--- src/rtl/esm_issue_scheduler_if.sv ---
`default_nettype none
// ============================================================================
// Module   : esm_issue_scheduler_if
// Brief    : Insert / issue handshake bundle for the ESM issue scheduler.
// Revision : 1.0  initial release
// ============================================================================
interface esm_issue_scheduler_if #(
   parameter int BS = 16
) ();
   localparam int IW = $clog2(BS);

   logic          in_valid;
   logic [IW-1:0] in_index;
   logic          in_ready;
   logic          out_valid;
   logic [IW-1:0] out_index;
   logic          out_ready;
   logic [IW:0]   count;

   modport master (
      output in_valid, in_index, out_ready,
      input  in_ready, out_valid, out_index, count
   );

   modport slave (
      input  in_valid, in_index, out_ready,
      output in_ready, out_valid, out_index, count
   );
endinterface
`default_nettype wire

--- src/rtl/esm_issue_scheduler.sv ---
`default_nettype none
// ============================================================================
// Module   : esm_issue_scheduler
// Brief    : Picks a pending issue index (random rank, or lowest first) and
//            offers it downstream on a valid/ready handshake.
// Config   : ESM_SCHED_RANDOM_EN selects LFSR-driven ranks; undefined = rank 0.
// Revision : 1.0  initial release
// ============================================================================
module esm_issue_scheduler #(
   parameter int          BS   = 16,
   parameter logic [31:0] SEED = 32'hACE1_2468,
   localparam int         IW   = $clog2(BS)
) (
   input wire                   clk,
   input wire                   rst,
   esm_issue_scheduler_if.slave sif
);

   typedef enum logic [1:0] {
      S_IDLE  = 2'd0,
      S_PICK  = 2'd1,
      S_SCAN  = 2'd2,
      S_OFFER = 2'd3
   } state_t;

   state_t        r_state;
   state_t        w_state_next;
   logic [BS-1:0] r_cand;
   logic [BS-1:0] w_cand_next;
   logic [BS-1:0] w_set_mask;
   logic [BS-1:0] w_clr_mask;
   logic [IW:0]   r_count;
   logic [IW:0]   w_count_next;
   logic [IW-1:0] r_rank;
   logic [IW-1:0] w_rank_pick;
   logic [IW-1:0] w_scan_idx;
   logic [IW:0]   w_seen;
   logic          w_found;
   logic          r_out_valid;
   logic [IW-1:0] r_out_index;
   logic          w_ins;
   logic          w_hs;
   logic          w_inc;
   logic          w_rank_load;
   logic          w_out_load;

   assign sif.in_ready  = ~rst;
   assign sif.out_valid = r_out_valid;
   assign sif.out_index = r_out_index;
   assign sif.count     = r_count;

   assign w_ins = sif.in_valid & ~rst;
   assign w_hs  = r_out_valid & sif.out_ready;

   // An insert colliding with the retiring index wins, so the count nets to zero.
   always_comb begin
      w_set_mask = '0;
      w_clr_mask = '0;
      if (w_ins) w_set_mask[sif.in_index] = 1'b1;
      if (w_hs)  w_clr_mask[r_out_index]  = 1'b1;
      w_cand_next  = (r_cand & ~w_clr_mask) | w_set_mask;
      w_inc        = w_ins & (~r_cand[sif.in_index] |
                              (w_hs & (sif.in_index == r_out_index)));
      w_count_next = r_count + (IW+1)'(w_inc) - (IW+1)'(w_hs);
   end

   // Position of the rank-th set bit, counting from the lowest index.
   always_comb begin
      w_scan_idx = '0;
      w_seen     = '0;
      w_found    = 1'b0;
      for (int i = 0; i < BS; i++) begin
         if (r_cand[i]) begin
            if (!w_found && (w_seen == {1'b0, r_rank})) begin
               w_scan_idx = IW'(i);
               w_found    = 1'b1;
            end
            w_seen = w_seen + (IW+1)'(1);
         end
      end
   end

`ifdef ESM_SCHED_RANDOM_EN
   logic [31:0] r_lfsr;
   logic        w_fb;
   logic [31:0] w_divisor;

   assign w_fb      = r_lfsr[31] ^ r_lfsr[21] ^ r_lfsr[1] ^ r_lfsr[0];
   assign w_divisor = (r_count == '0) ? 32'd1 : 32'(r_count);
   assign w_rank_pick = IW'(r_lfsr % w_divisor);

   always_ff @(posedge clk) begin
      if (rst) r_lfsr <= SEED;
      else     r_lfsr <= {r_lfsr[30:0], w_fb};
   end
`else
   logic w_unused_seed;

   assign w_rank_pick   = '0;
   assign w_unused_seed = ^SEED;
`endif

   always_ff @(posedge clk) begin
      if (rst) r_state <= S_IDLE;
      else     r_state <= w_state_next;
   end

   always_comb begin
      w_state_next = r_state;
      w_rank_load  = 1'b0;
      w_out_load   = 1'b0;
      case (r_state)
         S_IDLE:  if (r_count != '0) w_state_next = S_PICK;
         S_PICK: begin
            w_rank_load  = 1'b1;
            w_state_next = S_SCAN;
         end
         S_SCAN: begin
            w_out_load   = 1'b1;
            w_state_next = S_OFFER;
         end
         S_OFFER: if (w_hs) w_state_next = (w_count_next != '0) ? S_PICK : S_IDLE;
         default: w_state_next = S_IDLE;
      endcase
   end

   always_ff @(posedge clk) begin
      if (rst) begin
         r_cand      <= '0;
         r_count     <= '0;
         r_rank      <= '0;
         r_out_valid <= 1'b0;
         r_out_index <= '0;
      end else begin
         r_cand  <= w_cand_next;
         r_count <= w_count_next;
         if (w_rank_load) r_rank <= w_rank_pick;
         if (w_out_load) begin
            r_out_valid <= 1'b1;
            r_out_index <= w_scan_idx;
         end else if (w_hs) begin
            r_out_valid <= 1'b0;
         end
      end
   end

endmodule
`default_nettype wire
--- src/flat_wrapper.sv ---
// flat-port wrapper written by rule: the top's interface ports become plain ports
module esm_issue_scheduler_flat 
#(
   parameter int          BS   = 16,
   parameter logic [31:0] SEED = 32'hACE1_2468,
   localparam int         IW   = $clog2(BS)
)
  (clk, rst, sif_in_valid, sif_in_index, sif_out_ready, sif_in_ready, sif_out_valid, sif_out_index, sif_count);
  esm_issue_scheduler_if #(.BS(BS)) sif_i ();
  input wire clk;
  input wire rst;
  input wire logic [$bits(sif_i.in_valid)-1:0] sif_in_valid;
  input wire logic [$bits(sif_i.in_index)-1:0] sif_in_index;
  input wire logic [$bits(sif_i.out_ready)-1:0] sif_out_ready;
  output wire logic [$bits(sif_i.in_ready)-1:0] sif_in_ready;
  output wire logic [$bits(sif_i.out_valid)-1:0] sif_out_valid;
  output wire logic [$bits(sif_i.out_index)-1:0] sif_out_index;
  output wire logic [$bits(sif_i.count)-1:0] sif_count;
  assign sif_i.in_valid = sif_in_valid;
  assign sif_i.in_index = sif_in_index;
  assign sif_i.out_ready = sif_out_ready;
  assign sif_in_ready = sif_i.in_ready;
  assign sif_out_valid = sif_i.out_valid;
  assign sif_out_index = sif_i.out_index;
  assign sif_count = sif_i.count;
  esm_issue_scheduler #(.BS(BS), .SEED(SEED)) u_core (.clk(clk), .rst(rst), .sif(sif_i));
endmodule
--- config.mk ---
export PLATFORM = sky130hd
export DESIGN_NAME = esm_issue_scheduler_flat
export DESIGN_NICKNAME = d
export VERILOG_FILES = /design/src/rtl/esm_issue_scheduler_if.sv /design/src/rtl/esm_issue_scheduler.sv /design/src/flat_wrapper.sv
export SDC_FILE = /design/constraint.sdc
export NUM_CORES = 1
export LEC_CHECK = 0
export CORE_UTILIZATION = 55
export DETAILED_ROUTE_END_ITERATION = 10
export PLACE_DENSITY = 0.8
export SYNTH_ARGS = -nofsm -noshare
export SYNTH_HDL_FRONTEND = slang
export SYNTH_SLANG_ARGS = --single-unit
--- constraint.sdc ---
create_clock -name clk -period 26.1 [get_ports clk]
set_input_delay 7.83 -clock clk [delete_from_list [all_inputs] [get_ports clk]]
set_output_delay 7.83 -clock clk [all_outputs]
set_load 0.05 [all_outputs]
Yosys cells after proc, flatten, opt, wreduce, memory -nomap -nowiden
Cells that the tools add are included.
{"block": "totals", "register_bits": 28, "in_bits": 8, "output_inout_bits": 11, "wordCells": 182}
{"block": "classes", "n_addsub": 16, "magnitude_cmp": 4, "n_eq_ne": 6, "muxes": 89, "n_bitwise": 10, "reduce_logical": 52}
{"operator": "$mux W4", "n": 29}
{"operator": "$logic_not A5 Y1", "n": 15}
{"operator": "$mux W5", "n": 14}
{"operator": "$add A5 B1 Y5 const B", "n": 13}
{"operator": "$mux W1", "n": 38}
{"operator": "$mux W16", "n": 2}
{"operator": "$logic_and A1 B1 Y1", "n": 17}
{"operator": "$and A16 B16 Y16", "n": 1}
{"operator": "$not A16 Y16", "n": 1}
{"operator": "$or A16 B16 Y16", "n": 1}
{"operator": "$logic_not A1 Y1", "n": 15}
{"operator": "$lt A4 B5 Y1 const B", "n": 2}
{"operator": "$reduce_bool A5 Y1", "n": 2}
{"operator": "$demux W1 S4", "n": 2}
{"operator": "$ge A4 B1 Y1 const B", "n": 2}
{"operator": "$pmux W2 S4", "n": 1}
{"operator": "$add A5 B1 Y5", "n": 1}
{"operator": "$sub A5 B1 Y5", "n": 1}
{"operator": "$and A1 B1 Y1", "n": 4}
{"operator": "$bmux W1 S4", "n": 1}
{"operator": "$eq A2 B2 Y1 const B", "n": 2}
{"operator": "$eq A4 B4 Y1", "n": 1}
{"operator": "$mux W2", "n": 2}
{"operator": "$ne A2 B1 Y1 const B", "n": 2}
{"operator": "7 further kinds", "n": 8}

Logic depth before layout (Yosys ltp)
{"block": "logic_depth", "word_depth": 61, "depth_mapped": 54, "ltp_nobuf": 53}

Worst setup path before layout
No wires, ideal clock.
{"block": "synth_timing", "kind": "input to output", "startpoint": "in rst", "endpoint": "out sif_in_ready", "arrival_ps": 8395, "required_time_ps": 18270, "setup_slack_ps": 9875, "cell_stages": 2, "path_buffers": 1, "cell_sequence": "clkbuf_1 inv_1"}
{"block": "synth_via", "elab_chain_len": 1}
{"element": "start, declared", "line_no": "flat_wrapper.sv:11", "text": "input wire rst;"}
{"element": "$not A1 Y1", "line_no": "esm_issue_scheduler.sv:47", "text": "assign sif.in_ready = ~rst;"}
{"element": "end, declared", "line_no": "flat_wrapper.sv:15", "text": "output wire logic [$bits(sif_i.in_ready)-1:0] sif_in_ready;"}
Every way passes these cells.

Worst setup path after layout
Same ends and word-level chain as after synthesis.

==> metrics.txt <==
# TYPE chip_impl_metric gauge
chip_impl_metric{name="clk_path_buf_depth",unit=""} 2
chip_impl_metric{name="drt-vias-per-instance",unit=""} 5.910
chip_impl_metric{name="global_route.usage.total",unit="%"} 24.04
chip_impl_info{name="tritoncts_clock_tree",value="yes"} 1
chip_impl_info{name="worst_hold_startpoint",value="u_core.sif.out_valid$_SDFFE_PP0P_"} 1
chip_impl_metric{name="number_of_antenna_violations_at_the_first_check_in_global_routing",unit=""} 0
chip_impl_metric{name="drt.antenna.violating_nets",unit=""} 0
chip_impl_metric{name="clock.fmax",unit="MHz"} 56.31
chip_impl_metric{name="multi_input_area",unit="µm²"} 3171
chip_impl_metric{name="dr.first_iter.drc_count",unit=""} 203
chip_impl_metric{name="setup.reg_to_reg.worst_slack",unit="ns"} 15.50
chip_impl_info{name="synth.most_common_cell",value="nand2_1"} 1
chip_impl_metric{name="timing.setup.tns",unit="ns"} 0
chip_impl_metric{name="average_size_of_a_mapped_cell",unit="µm²"} 7.799
chip_impl_metric{name="clkLatencyLatePin",unit="ns"} 0.28
chip_impl_metric{name="final_net_count",unit=""} 560
chip_impl_metric{name="critical_path_buf_inv_count",unit=""} 3
chip_impl_info{name="type_of_the_setup_path_with_the_least_slack",value="primary input to output pin"} 1
chip_impl_metric{name="storage_element_area",unit="µm²"} 560.5
chip_impl_metric{name="synth.yosys.warnings",unit=""} 0
chip_impl_metric{name="post_synthesis_compound_gate_area_fraction",unit="%"} 19.13
chip_impl_metric{name="synth_edf_count",unit=""} 0
chip_impl_metric{name="grt_pass1_wl",unit="mm"} 15.04
chip_impl_info{name="timing.critical_path.cells",value="clkdlybuf4s50_1 -> inv_1 -> clkdlybuf4s50_1"} 1
chip_impl_metric{name="post_drt_wl_per_cell",unit="µm"} 14.39
chip_impl_metric{name="final_hold_viol_count",unit=""} 0
chip_impl_info{name="hold_path_end",value="u_core.sif.out_valid$_SDFFE_PP0P_"} 1
chip_impl_metric{name="first_global_vias",unit=""} 3242
chip_impl_metric{name="hpwl",unit="mm"} 6.956
chip_impl_info{name="worstReg2RegStart",value="u_core.r_cand[0]$_SDFF_PP0_"} 1
chip_impl_metric{name="placement_cell_area",unit="µm²"} 4204
chip_impl_metric{name="yosysSeqAreaShare",unit="%"} 13.96
chip_impl_info{name="worst_path_dominant_cell_family",value="buffers and inverters"} 1
chip_impl_metric{name="tritoncts_num_sinks",unit=""} 28
chip_impl_info{name="dominantRegCellSynth",value="dfxtp_1"} 1
chip_impl_info{name="combinational_family_with_the_most_area_after_synthesis",value="simple AND/OR/NAND/NOR gates"} 1
chip_impl_info{name="status",value="finished, final reports clean"} 1
chip_impl_info{name="synth_top_cells_by_count",value="nand2_1, inv_1, nor2_1, ha_1, a21oi_1"} 1
chip_impl_info{name="crit_path_end_kind",value="output pin"} 1
chip_impl_metric{name="ctsResizeCount",unit=""} 0
chip_impl_info{name="post-synth-top-area-cell",value="dfxtp_1"} 1
chip_impl_metric{name="synth_cells",unit=""} 515
chip_impl_info{name="critPathSlowestCell",value="clkdlybuf4s50_1"} 1
chip_impl_metric{name="finalSetupViolCount",unit=""} 0
chip_impl_metric{name="cts_inserted_buffers",unit=""} 3
chip_impl_metric{name="postSynth.asyncResetShare",unit="%"} 0
chip_impl_metric{name="synth.cell_area",unit="µm²"} 4016
chip_impl_metric{name="worstMarginPinSlew",unit="ns"} 1.005
chip_impl_metric{name="syn2layout_area_growth",unit="%"} 6.449
chip_impl_info{name="path_class_of_the_lowest_slack_min_delay_path",value="register to register"} 1
chip_impl_metric{name="synth_xor_xnor_area_share",unit="%"} 16.76
chip_impl_metric{name="rows",unit=""} 30
chip_impl_metric{name="core_area",unit="µm²"} 6907
chip_impl_metric{name="max_cap_violation_count",unit=""} 0
chip_impl_metric{name="buffer_ports.inserted",unit=""} 18
chip_impl_metric{name="die_span_in_x",unit="µm"} 87.46
chip_impl_metric{name="fillCellCount",unit=""} 636
chip_impl_metric{name="route.final.wire_length",unit="mm"} 8.777
chip_impl_metric{name="area_fraction_in_and_or_nand_and_nor_cells_after_synthesis",unit="%"} 25.11
chip_impl_metric{name="path_depth",unit=""} 3
chip_impl_metric{name="vdd_drop_max",unit="mV"} 0.06939
chip_impl_metric{name="min_period",unit="ns"} 17.76
chip_impl_metric{name="antenna_cells_inserted",unit=""} 0
chip_impl_info{name="critical-path-top-cell-by-count",value="clkdlybuf4s50_1"} 1
chip_impl_metric{name="floorplan.die.height",unit="µm"} 87.46
chip_impl_metric{name="ios",unit=""} 19
chip_impl_metric{name="route.vias.total",unit=""} 3605
chip_impl_info{name="netlist_top_cells_area",value="dfxtp_1, ha_1, nand2_1"} 1
chip_impl_metric{name="post-route-cell-area",unit="µm²"} 4275
chip_impl_metric{name="post-cts-setup-buffer-count",unit=""} 0
chip_impl_metric{name="synth_largest_type_area_fraction",unit="%"} 13.96
chip_impl_metric{name="post-route-period-util",unit="%"} 68.04
chip_impl_metric{name="power-per-cell-area",unit="nW/µm²"} 41.80
chip_impl_info{name="cp_launch_type",value="primary input"} 1
chip_impl_metric{name="drc",unit=""} 0
chip_impl_metric{name="dieArea",unit="µm²"} 7648
chip_impl_info{name="unrepaired_setup_endpoints_after_global_routing",value="no"} 1
chip_impl_metric{name="grt_start_max_net_pins",unit=""} 29
chip_impl_metric{name="synth_fp_nets",unit=""} 560
chip_impl_metric{name="gp_congestion",unit=""} 0.9359
chip_impl_metric{name="detail_route.first_pass.iterations",unit=""} 6
chip_impl_metric{name="worst_slew_margin_rel",unit="%"} 32.81
chip_impl_metric{name="worst-path-max-fanout",unit=""} 28
chip_impl_metric{name="initial_core_util",unit="%"} 58.15
chip_impl_metric{name="clk_transition_reported_paths",unit="ns"} 0.09
chip_impl_info{name="r2r-end",value="u_core.sif.out_index[2]$_SDFFE_PP0P_"} 1
chip_impl_metric{name="cts_hold_repair.buffers",unit=""} 0
chip_impl_metric{name="p_leak",unit="nW"} 1.763
chip_impl_metric{name="critical_path_arrival",unit="ns"} 9.93
chip_impl_metric{name="timing.critical_path.required",unit="ns"} 18.27
chip_impl_metric{name="distinct_cells_synth",unit=""} 79
chip_impl_metric{name="synthAdderAreaFrac",unit="%"} 11.71
chip_impl_metric{name="synth.ff_latch_count",unit=""} 28
chip_impl_metric{name="muxShareOfSynthArea",unit="%"} 6.231
chip_impl_metric{name="h-tree-depth",unit=""} 1
chip_impl_info{name="clock_root_buffer",value="clkbuf_8"} 1
chip_impl_metric{name="final_max_slew_viol_count",unit=""} 0
chip_impl_metric{name="worst-r2r-cell-count",unit=""} 53
chip_impl_metric{name="drive_gt1_share",unit="%"} 7.393
chip_impl_metric{name="critical_path.max_stage_delay",unit="ns"} 1.13
chip_impl_metric{name="skew",unit="ns"} 0.01058
chip_impl_metric{name="hold-path-cell-count",unit=""} 2
chip_impl_info{name="critical_path.startpoint",value="rst"} 1
chip_impl_metric{name="grt-ovfl-total",unit=""} 0
-- state kept, by name, summed over array words and instances (netlist names) --
name,count
u_core.r_state,2
u_core.r_cand,16
u_core.sif.out_index,4
u_core.sif.out_valid,1
u_core.sif.count,5
-- layer usage --
| layer | track usage [%] | share of wire, % | routed length, µm |
|---|---|---|---|
| met5 | 0 | 0 | 0 |
| met3 | 1.232 | 3.9 | 342 |
| met2 | 40.55 | 47 | 4168 |
| met1 | 34.15 | 48 | 4243 |
| met4 | 4.471 | 0.26 | 23 |
-- area by class of cell --
| class | instances | share of cell area, % |
|---|---|---|
| multi-input combinational | 418 | 74.16 |
| sequential | 28 | 13.11 |
| timing repair buffer | 18 | 4.214 |
| inverter | 46 | 4.039 |
| tap | 96 | 2.809 |
| clock buffer | 3 | 0.9658 |
| clock inverter | 1 | 0.7024 |
-- stage by stage --
stage	util [%]	cells	hold slack [ns]	power [W]	setup slack, ns
4_1_cts	61.90	610	0.5098	0.0001784	8.361
3_5_place_dp	60.87	606	0.4894	0.0001448	8.371
5_1_grt	61.90	610	0.5295	0.0001907	8.175
3_3_place_gp	60.87	606	0.4786	0.0001417	8.405
6_report	61.90	610	0.5060	0.0001787	8.342
2_1_floorplan	-	515	0.4605	0.0001214	9.875
-- logic make-up after synthesis --
group / count (synthesis)
buf+inv: 69
mux: 16
simple gates: 197
compound gates: 118
xor+xnor: 50
flops: 28
fa+ha+maj: 37
-- power breakdown --
part           switching [W]  internal [W]  leakage, nW
registers         0.00000748     0.0000486        0.228
clock network      0.0000132     0.0000205       0.0357
logic              0.0000539     0.0000349         1.50
total              0.0000746      0.000104         1.76
-- layout by cell type (no fill, tap or decap), drive strengths merged, types with 3 or more instances in the layout --
| master | Yosys | layout |
|---|---|---|
| inv | 46 | 46 |
| a211oi | 5 | 5 |
| dfxtp | 28 | 28 |
| and3 | 6 | 6 |
| nor3b | 5 | 5 |
| nand2b | 9 | 9 |
| mux4 | 5 | 5 |
| nor2b | 14 | 14 |
| mux2i | 9 | 9 |
| and2 | 9 | 9 |
| o21a | 3 | 3 |
| o31ai | 5 | 5 |
| o22ai | 4 | 4 |
| clkbuf | 11 | 3 |
| nand2 | 59 | 59 |
| or3 | 5 | 5 |
| xor3 | 3 | 3 |
| o21ai | 31 | 31 |
| a21oi | 33 | 33 |
| or2 | 5 | 5 |
| nor4 | 3 | 3 |
| o2111ai | 3 | 3 |
| nand3b | 5 | 5 |
| nor3 | 10 | 10 |
| nor2 | 37 | 37 |
| xor2 | 16 | 16 |
| xnor3 | 4 | 4 |
| nor4b | 3 | 3 |
| a41oi | 3 | 3 |
| clkdlybuf4s50 | 0 | 18 |
| nand3 | 20 | 20 |
| a31oi | 9 | 9 |
| xnor2 | 27 | 27 |
| a21o | 3 | 3 |
| ha | 36 | 36 |
-- how the worst max path moves through the flow --
stage,endpoint,slack (ns)
finish,sif_in_ready,8.34
global route,sif_in_ready,8.17
CTS,sif_in_ready,8.36
detailed placement,sif_in_ready,8.37
global placement,sif_in_ready,8.40
floorplan,sif_in_ready,9.88
-- worst reg2reg max path: cells and delay by family, from the launching register on --
kind,cells,cell delay [ns]
mux,1,0.24
compound gates,13,2.45
flops,1,0.39
simple gates,18,2.58
fa+ha+maj,13,4.12
xor+xnor,1,0.30
buf+inv,7,0.45
(Power assumes the default switching activity.)
